--- src/rtl/csa_resolve.sv ---
// ---------------------------------------------------------------------------
// csa_resolve
//   Resolves a carry-save pair (sum vector + carry vector) into its exact
//   binary value. The add runs over several cycles, CHUNK bits per cycle,
//   with the inter-chunk carry kept in a flop. This keeps the adder short.
//   Valid/ready handshake on both sides; one operation in flight at a time.
//
// Ports
//   clk        in   1          clock, all state on rising edge
//   rst_n      in   1          synchronous active-low reset
//   in_valid   in   1          in_sum/in_carry valid
//   in_ready   out  1          block can accept an operand pair (IDLE)
//   in_sum     in   WIDTH      sum vector, bit i weight 2^i
//   in_carry   in   WIDTH      carry vector, bit i weight 2^(i+1)
//   out_valid  out  1          out_value holds a finished result (DONE)
//   out_ready  in   1          consumer accepts out_value
//   out_value  out  WIDTH+2    in_sum + (in_carry << 1), unsigned
// ---------------------------------------------------------------------------
module csa_resolve #(
  parameter int WIDTH = 8,
  parameter int CHUNK = 2
) (
  input  logic               clk,
  input  logic               rst_n,
  input  logic               in_valid,
  output logic               in_ready,
  input  logic [WIDTH-1:0]   in_sum,
  input  logic [WIDTH-1:0]   in_carry,
  output logic               out_valid,
  input  logic               out_ready,
  output logic [WIDTH+1:0]   out_value
);

  localparam int W2 = WIDTH + 2;
  // Number of chunk steps; operands are zero-padded up to N*CHUNK bits.
  localparam int N  = (W2 + CHUNK - 1) / CHUNK;
  localparam int PW = N * CHUNK;
  localparam int IW = (N > 1) ? $clog2(N) : 1;
  localparam logic [IW-1:0] LAST_IDX = IW'(N - 1);

  typedef enum logic [1:0] {
    S_IDLE = 2'd0,
    S_BUSY = 2'd1,
    S_DONE = 2'd2
  } state_e;

  state_e          state_q;
  logic [PW-1:0]   a_q;
  logic [PW-1:0]   b_q;
  logic [PW-1:0]   r_q;
  logic [PW-1:0]   r_d;
  logic [IW-1:0]   idx_q;
  logic            cy_q;
  logic            in_ready_q;
  logic            out_valid_q;
  logic [W2-1:0]   out_value_q;
  logic [CHUNK:0]  chunk_sum_s;
  int              base_s;

  // One chunk of the carry-propagate add and the result vector it produces.
  always_comb begin
    base_s      = int'(idx_q) * CHUNK;
    chunk_sum_s = {1'b0, a_q[base_s +: CHUNK]}
                + {1'b0, b_q[base_s +: CHUNK]}
                + {{CHUNK{1'b0}}, cy_q};
    r_d                     = r_q;
    r_d[base_s +: CHUNK]    = chunk_sum_s[CHUNK-1:0];
  end

  // Control FSM, operand/result storage and registered handshake outputs.
  always_ff @(posedge clk) begin
    if (!rst_n) begin
      state_q     <= S_IDLE;
      a_q         <= '0;
      b_q         <= '0;
      r_q         <= '0;
      idx_q       <= '0;
      cy_q        <= 1'b0;
      in_ready_q  <= 1'b1;
      out_valid_q <= 1'b0;
      out_value_q <= '0;
    end else begin
      case (state_q)
        S_IDLE: begin
          if (in_valid) begin
            // Sum has weight 2^i; carry is pre-shifted to weight 2^(i+1).
            a_q        <= {{(PW-WIDTH){1'b0}}, in_sum};
            b_q        <= {{(PW-WIDTH-1){1'b0}}, in_carry, 1'b0};
            r_q        <= '0;
            idx_q      <= '0;
            cy_q       <= 1'b0;
            in_ready_q <= 1'b0;
            state_q    <= S_BUSY;
          end
        end
        S_BUSY: begin
          r_q  <= r_d;
          cy_q <= chunk_sum_s[CHUNK];
          if (idx_q == LAST_IDX) begin
            // The full result fits in W2 bits, so the final carry is zero.
            out_value_q <= r_d[W2-1:0];
            out_valid_q <= 1'b1;
            idx_q       <= '0;
            state_q     <= S_DONE;
          end else begin
            idx_q <= idx_q + IW'(1);
          end
        end
        S_DONE: begin
          // No bypass: a new operand is only taken once back in IDLE.
          if (out_ready) begin
            out_valid_q <= 1'b0;
            in_ready_q  <= 1'b1;
            state_q     <= S_IDLE;
          end
        end
        default: begin
          state_q     <= S_IDLE;
          idx_q       <= '0;
          cy_q        <= 1'b0;
          in_ready_q  <= 1'b1;
          out_valid_q <= 1'b0;
        end
      endcase
    end
  end

  assign in_ready  = in_ready_q;
  assign out_valid = out_valid_q;
  assign out_value = out_value_q;

endmodule

--- config.mk ---
export PLATFORM = sky130hd
export DESIGN_NAME = csa_resolve
export DESIGN_NICKNAME = d
export VERILOG_FILES = /design/src/rtl/csa_resolve.sv
export SDC_FILE = /design/constraint.sdc
export NUM_CORES = 1
export LEC_CHECK = 0
export ABC_AREA = 0
export BUFFER_PORTS_ARGS = -buffer_cell sky130_fd_sc_hd__buf_2
export CAP_MARGIN = 20
export CORE_ASPECT_RATIO = 0.5
export CORE_MARGIN = 8
export CORE_UTILIZATION = 35
export CTS_CLUSTER_DIAMETER = 60
export CTS_CLUSTER_SIZE = 30
export DETAILED_ROUTE_END_ITERATION = 6
export GPL_ROUTABILITY_DRIVEN = 0
export HOLD_SLACK_MARGIN = 0.03
export PLACE_DENSITY = 0.62
export SLEW_MARGIN = 0
export SYNTH_ARGS = -nofsm -noshare
export SYNTH_HDL_FRONTEND = slang
export SYNTH_SLANG_ARGS = --single-unit
export TNS_END_PERCENT = 20
--- constraint.sdc ---
create_clock -name clk -period 4.7 [get_ports clk]
set_input_delay 0.94 -clock clk [delete_from_list [all_inputs] [get_ports clk]]
set_output_delay 0.94 -clock clk [all_outputs]
set_load 0.1 [all_outputs]
==> impl_metrics.ini, run 1 <==
[global_route]
grt_pass1_vias = 1850
grt_pass1_wl_um = 8700
grt_max_degree = 46
grt.overflow.total = 0
antenna_found_initial = 0
grt_usage_pct = 11.3

[synthesis]
async_flop_share_pct = 0
yosys_warnings = 0
synth_edf_count = 0
syn-instance-count = 250
post_synth_num_cell_types = 49
synth_area_um2 = 2230
ys.flop_type = dfxtp_1
synth_nets = 279
synth-seq-area-share_pct = 39.5
syn_area_per_cell_um2 = 8.93
synth_seq_cells = 44

[worst_hold_path]
hold_class = register to register
hold_depth = 2

[sta]
max_slew_margin_pct = 41.7
worst_pin_slew_ns = 0.871
final.setup.tns_ns = 0
setup_viol = 0
fmax_mhz = 293
min_period_ns = 3.41
finalCritPeriodShare_pct = 72.6
finClkSkew_ns = 0.00610
final_hold_viol_count = 0
rsz0062_at_grt = false
final_max_slew_viol_count = 0

[detailed_routing]
avgViaCountPerCell = 5.20
wl_per_cell_um = 14.2
routed_wl_um = 5080
via_count = 1862
drc_errors = 0
initialDrtViolationCount = 184
drtAntennaViolNets = 0
drtPass1Iterations = 4

[worst_setup_path]
path_buf_inv = 1
cp-end-kind = register
slowest_stage = dfxtp_1
path_max_fanout = 20
cp-start-kind = register
r2r_cells = 8
critPathArrivalTime_ns = 3.64
critPathTopFamily = simple AND/OR/NAND/NOR gates
crit_top_cell = fa_1
cpPeakStageDelay_ns = 0.78
required_ns = 4.93
crit_cells = 8
r2r_slack_ns = 1.29
critPathKind = register to register
crit_path_cell_trace = mux4_2, and2_1, fa_1, inv_1, fa_1, nor3b_1, nor2b_1, a32o_1

[clocking]
cts-htree-levels = 2
cts-buffers-inserted = 5
clock_latency_ns = 0.28
cts.repair.resized = 0
cts_tree = yes
root_buffer = clkbuf_16
path_clk_slew_ns = 0.06
post-cts-setup-buffers = 0
numClockSinks = 44
cts_hold_buf = 0
clk_path_buf_depth = 2

[power_and_ir_drop]
clockPowerShare_pct = 41.7
irDropWorstVdd_mv = 0.148
p_leak_nw = 1.00
p_sw_mw = 0.200
seq_power_share_pct = 47.8
internal_power_mw = 0.631
p_per_area_nw_per_um2 = 326
sw_frac_of_total_pct = 24.1
comb_power_share_pct = 10.4

[die]
io_pins = 32
initial_core_util_pct = 36.6
core_um2 = 6110
die_w_um = 129
dieArea_um2 = 9340
rows = 20
dieHeight_um = 72.5

[final_layout]
antenna_cells = 0
fillers = 635
num-nets-final = 298
final_cell_area_um2 = 2550
drive_gt1_share_pct = 17.0
area_growth_pct = 14.2

[outcome]
status = completed

[placement]
placed_cell_area_um2 = 2400
hpwl_um = 3690
io_buffers = 31

[flow_run]
drv_cap = 0
==> worst register-to-register path, cell delays in order, from the launching register on <==
cell     delay, ns
dfxtp_1       0.78
mux4_2        0.58
and2_1        0.19
fa_1          0.39
inv_1         0.08
fa_1          0.45
nor3b_1       0.43
nor2b_1       0.29
a32o_1        0.16
==> flip-flops by register name, indices dropped and copies added, names as in the netlist <==
signal / flops
state_q: 2
cy_q: 1
in_ready: 1
out_valid: 1
out_value: 10
idx_q: 3
a_q: 8
b_q: 8
r_q: 10
==> power by group through the flow <==
stage,logic [mW],registers (mW),clock network [mW]
2_1_floorplan,0.0664,0.404,0
3_3_place_gp,0.0852,0.405,0
3_5_place_dp,0.0870,0.406,0
4_1_cts,0.0874,0.398,0.352
5_1_grt,0.0979,0.400,0.365
6_report,0.0868,0.397,0.346
==> final timing paths <==
path	startpoint	endpoint
max	idx_q[0]	r_q[7]
min	b_q[3]	b_q[3]
max reg2reg	idx_q[0]	r_q[7]
min reg2reg	b_q[3]	b_q[3]
==> through the flow <==
stage               total power [mW]  hold slack, ns  setup slack, ns  util (%)  instances
global placement               0.490           0.458             1.39      39.4        350
finish                         0.831           0.465             1.29      41.8        358
detailed placement             0.493           0.461             1.31      39.4        350
global route                   0.863           0.484             1.03      41.8        358
floorplan                      0.471           0.440             1.88         -        250
CTS                            0.837           0.469             1.27      41.8        358
==> cell families (layout without fill, tap and decap cells) <==
family | count (synthesis) | count (layout) | synth area share (%)
buffers and inverters | 26 | 46 | 5.38
multiplexers | 9 | 9 | 5.77
AO/OA/AOI/OAI | 59 | 59 | 19.7
adder cells (fa/ha/maj) | 9 | 9 | 5.72
flip-flops | 44 | 44 | 39.5
AND/OR/NAND/NOR | 103 | 103 | 24.0
==> Yosys cell counts (all sizes together) (7+ instances only) <==
master  instances  area share, %
nand3          11            2.5
inv             7            1.2
o21ai           9            2.0
nand2          41            6.9
a21boi         16            5.4
ha              7            3.9
buf             9            2.5
dfxtp          44             39
clkbuf         10            1.7
and2            7            2.0
==> layer usage <==
layer / vias up / wire length (um) / track usage (%)
met5: - / 0 / 0
met4: 0 / 60 / 4.13
met3: 6 / 251 / 2.85
met2: 43 / 2220 / 18.0
met1: 873 / 2540 / 14.6
li1: 940 / - / -
==> final cells by class <==
| type | instances | area [um^2] | share of cell area (%) |
|---|---|---|---|
| clock buffers | 8 | 146 | 5.74 |
| inverters | 7 | 26.3 | 1.03 |
| well taps | 88 | 110 | 4.32 |
| multi-input cells | 180 | 1230 | 48.3 |
| repair buffers | 31 | 155 | 6.08 |
| flip-flops and latches | 44 | 881 | 34.5 |
==> cells in the final DEF (no fill, tap or decap), types with 2 or more instances in the layout <==
cell | Yosys | routed
dfxtp_1 | 44 | 44
nor3b_1 | 3 | 3
nor2_1 | 6 | 6
o211ai_1 | 2 | 2
clkbuf_1 | 9 | 2
a21oi_1 | 5 | 5
ha_1 | 7 | 7
a21boi_0 | 16 | 16
mux2i_1 | 5 | 5
a221oi_1 | 2 | 2
nand4_1 | 6 | 6
a32o_1 | 6 | 6
o32ai_1 | 2 | 2
nand3b_1 | 3 | 3
o21a_1 | 2 | 2
o311ai_0 | 2 | 2
mux4_2 | 3 | 3
buf_2 | 5 | 31
o21ai_0 | 9 | 9
a31oi_1 | 2 | 2
inv_1 | 7 | 7
nand2b_1 | 5 | 5
fa_1 | 2 | 2
nor3_1 | 5 | 5
a211oi_1 | 4 | 4
and3_1 | 4 | 4
nand2_1 | 41 | 41
nand3_1 | 11 | 11
clkbuf_16 | 0 | 5
nor2b_1 | 5 | 5
and2_1 | 7 | 7
Note: power is estimated with default switching activity, not from simulation.
==> run 2: changes to the inputs <==
==> constraint.sdc (replaced) <==
create_clock -name clk -period 3.18 [get_ports clk]
set_input_delay 0.636 -clock clk [delete_from_list [all_inputs] [get_ports clk]]
set_output_delay 0.636 -clock clk [all_outputs]
set_load 0.1 [all_outputs]
==> run 2 against run 1 <==
Effect of this change:
- die area did not move
- sequential share of layout area fell by 0.10 points
- combinational power grew 56%
- first-iteration DRC count down 1.6%
- global-route usage increased by 0.26 points
- register-to-register slack got worse by 0.96 ns
- highest routed layer unchanged
- count of clock-buffer cells in the layout is 2 lower
- worst hold slack barely moved
- clock skew is essentially flat
- sequential power up 47%
- power increased by 44%
- critical endpoint is now r_q[5]
==> impl_metrics.ini, run 2 (synthesized netlist as in run 1, its figures left out) <==
[outcome]
status = completed

[final_layout]
drive_gt1_share_pct = 18.4
antenna_cells = 0
num-nets-final = 301
area_growth_pct = 14.7
final_common_cell = dfxtp_1
fin_util_pct = 41.9
final_cell_mix = dfxtp_1 (43), nand2_1 (41), buf_2 (31)

[placement]
io_buffers = 31
hpwl_um = 3730

[global_route]
grt_max_degree = 30
grt_usage_pct = 11.6
antenna_found_initial = 0
grt.overflow.total = 0
grt_pass1_wl_um = 8850
grt_pass1_vias = 1847

[sta]
rsz0062_at_grt = false
worst_pin_slew_ns = 0.919
setup_viol = 0
final_hold_viol_count = 0
max_slew_margin_pct = 38.5
finalCritPeriodShare_pct = 89.6
fmax_mhz = 351
final.setup.tns_ns = 0
final_max_slew_viol_count = 0
finClkSkew_ns = 0.00581
min_period_ns = 2.85

[worst_setup_path]
critPathArrivalTime_ns = 3.07
worstReg2RegEnd = r_q[5]
cp-start-kind = register
r2r_cells = 8
path_max_fanout = 13
critPathKind = register to register
cp-end-kind = register
required_ns = 3.40
r2r_slack_ns = 0.33
r2r-start = idx_q[1]

[clocking]
cts_hold_buf = 0
cts-htree-levels = 2
cts-buffers-inserted = 5
path_clk_slew_ns = 0.06
clock_latency_ns = 0.28
root_buffer = clkbuf_16
cts_tree = yes
clk_path_buf_depth = 2
numClockSinks = 44

[detailed_routing]
drc_errors = 0
avgViaCountPerCell = 5.12
met1_length_um = 2610
via_count = 1844
wl_met2_um = 2270
top_layer_used = met4
drtAntennaViolNets = 0
wl_per_cell_um = 14.2
wl_met3_um = 202
drtPass1Iterations = 5
initialDrtViolationCount = 181
routed_wl_um = 5130

[die]
rows = 20
dieHeight_um = 72.5
io_pins = 32
core_um2 = 6110
die_w_um = 129
initial_core_util_pct = 36.6
dieArea_um2 = 9340

[flow_run]
drv_cap = 0

[worst_hold_path]
holdPathEnd = a_q[5]
hp-start = a_q[5]
hold_class = register to register
hold_depth = 2

[power_and_ir_drop]
p_per_area_nw_per_um2 = 467
p_total_mw = 1.20
irDropWorstVdd_mv = 0.354
p_leak_nw = 1.02
## run 2: routing by layer
| metal | up-vias | track usage [%] |
|---|---|---|
| met1 | 858 | 14.6 |
| met2 | 42 | 18.5 |
| met5 | - | 0 |
| li1 | 942 | - |
| met4 | 0 | 4.13 |
| met3 | 2 | 3.29 |
## run 2: layout make-up
type                    count  area, um^2
fillers                   625        3540
multi-input cells         180        1230
flip-flops and latches     44         882
repair buffers             34         178
clock buffers               6         129
well taps                  88         110
inverters                   7        26.3
clock inverters             1        5.00
## run 2: how the worst max path moves through the flow
| stage | start | end | cells after the start |
|---|---|---|---|
| 6_report | idx_q[1] | r_q[5] | 8 |
| 5_1_grt | idx_q[1] | out_value[5] | 9 |
| 4_1_cts | idx_q[0] | r_q[7] | 8 |
| 3_5_place_dp | idx_q[0] | r_q[5] | 8 |
| 3_3_place_gp | idx_q[0] | out_value[5] | 9 |
| 2_1_floorplan | idx_q[0] | r_q[3] | 11 |
## run 2: critical path, cell delays in order (launching register included)
cell     delay [ns]
dfxtp_1        0.60
mux4_2         0.38
and2_1         0.19
fa_1           0.38
inv_1          0.08
fa_1           0.47
nor3b_1        0.27
nor2b_1        0.26
a32o_1         0.16
## run 2: power breakdown
part           total, mW  leakage, nW  internal, mW  switching (mW)
clock              0.476       0.0667         0.285           0.191
combinational      0.135        0.591        0.0529          0.0821
sequential         0.585        0.358         0.569          0.0163
## run 2: stage by stage
| step | area (um^2) | hold WS, ns | setup WS (ns) | std cells |
|---|---|---|---|---|
| detailed placement | 2430 | 0.459 | 0.287 | 353 |
| global route | 2560 | 0.488 | 0.0797 | 360 |
| global placement | 2430 | 0.454 | 0.356 | 353 |
| floorplan | 2230 | 0.440 | 0.359 | 250 |
| finish | 2560 | 0.465 | 0.332 | 360 |
| CTS | 2560 | 0.467 | 0.255 | 360 |
## run 2: timing repair
item / CTS / global route
buffers inserted: 0 / 0
resized for setup: 0 / 1
endpoints found under the setup margin: 0 / 1
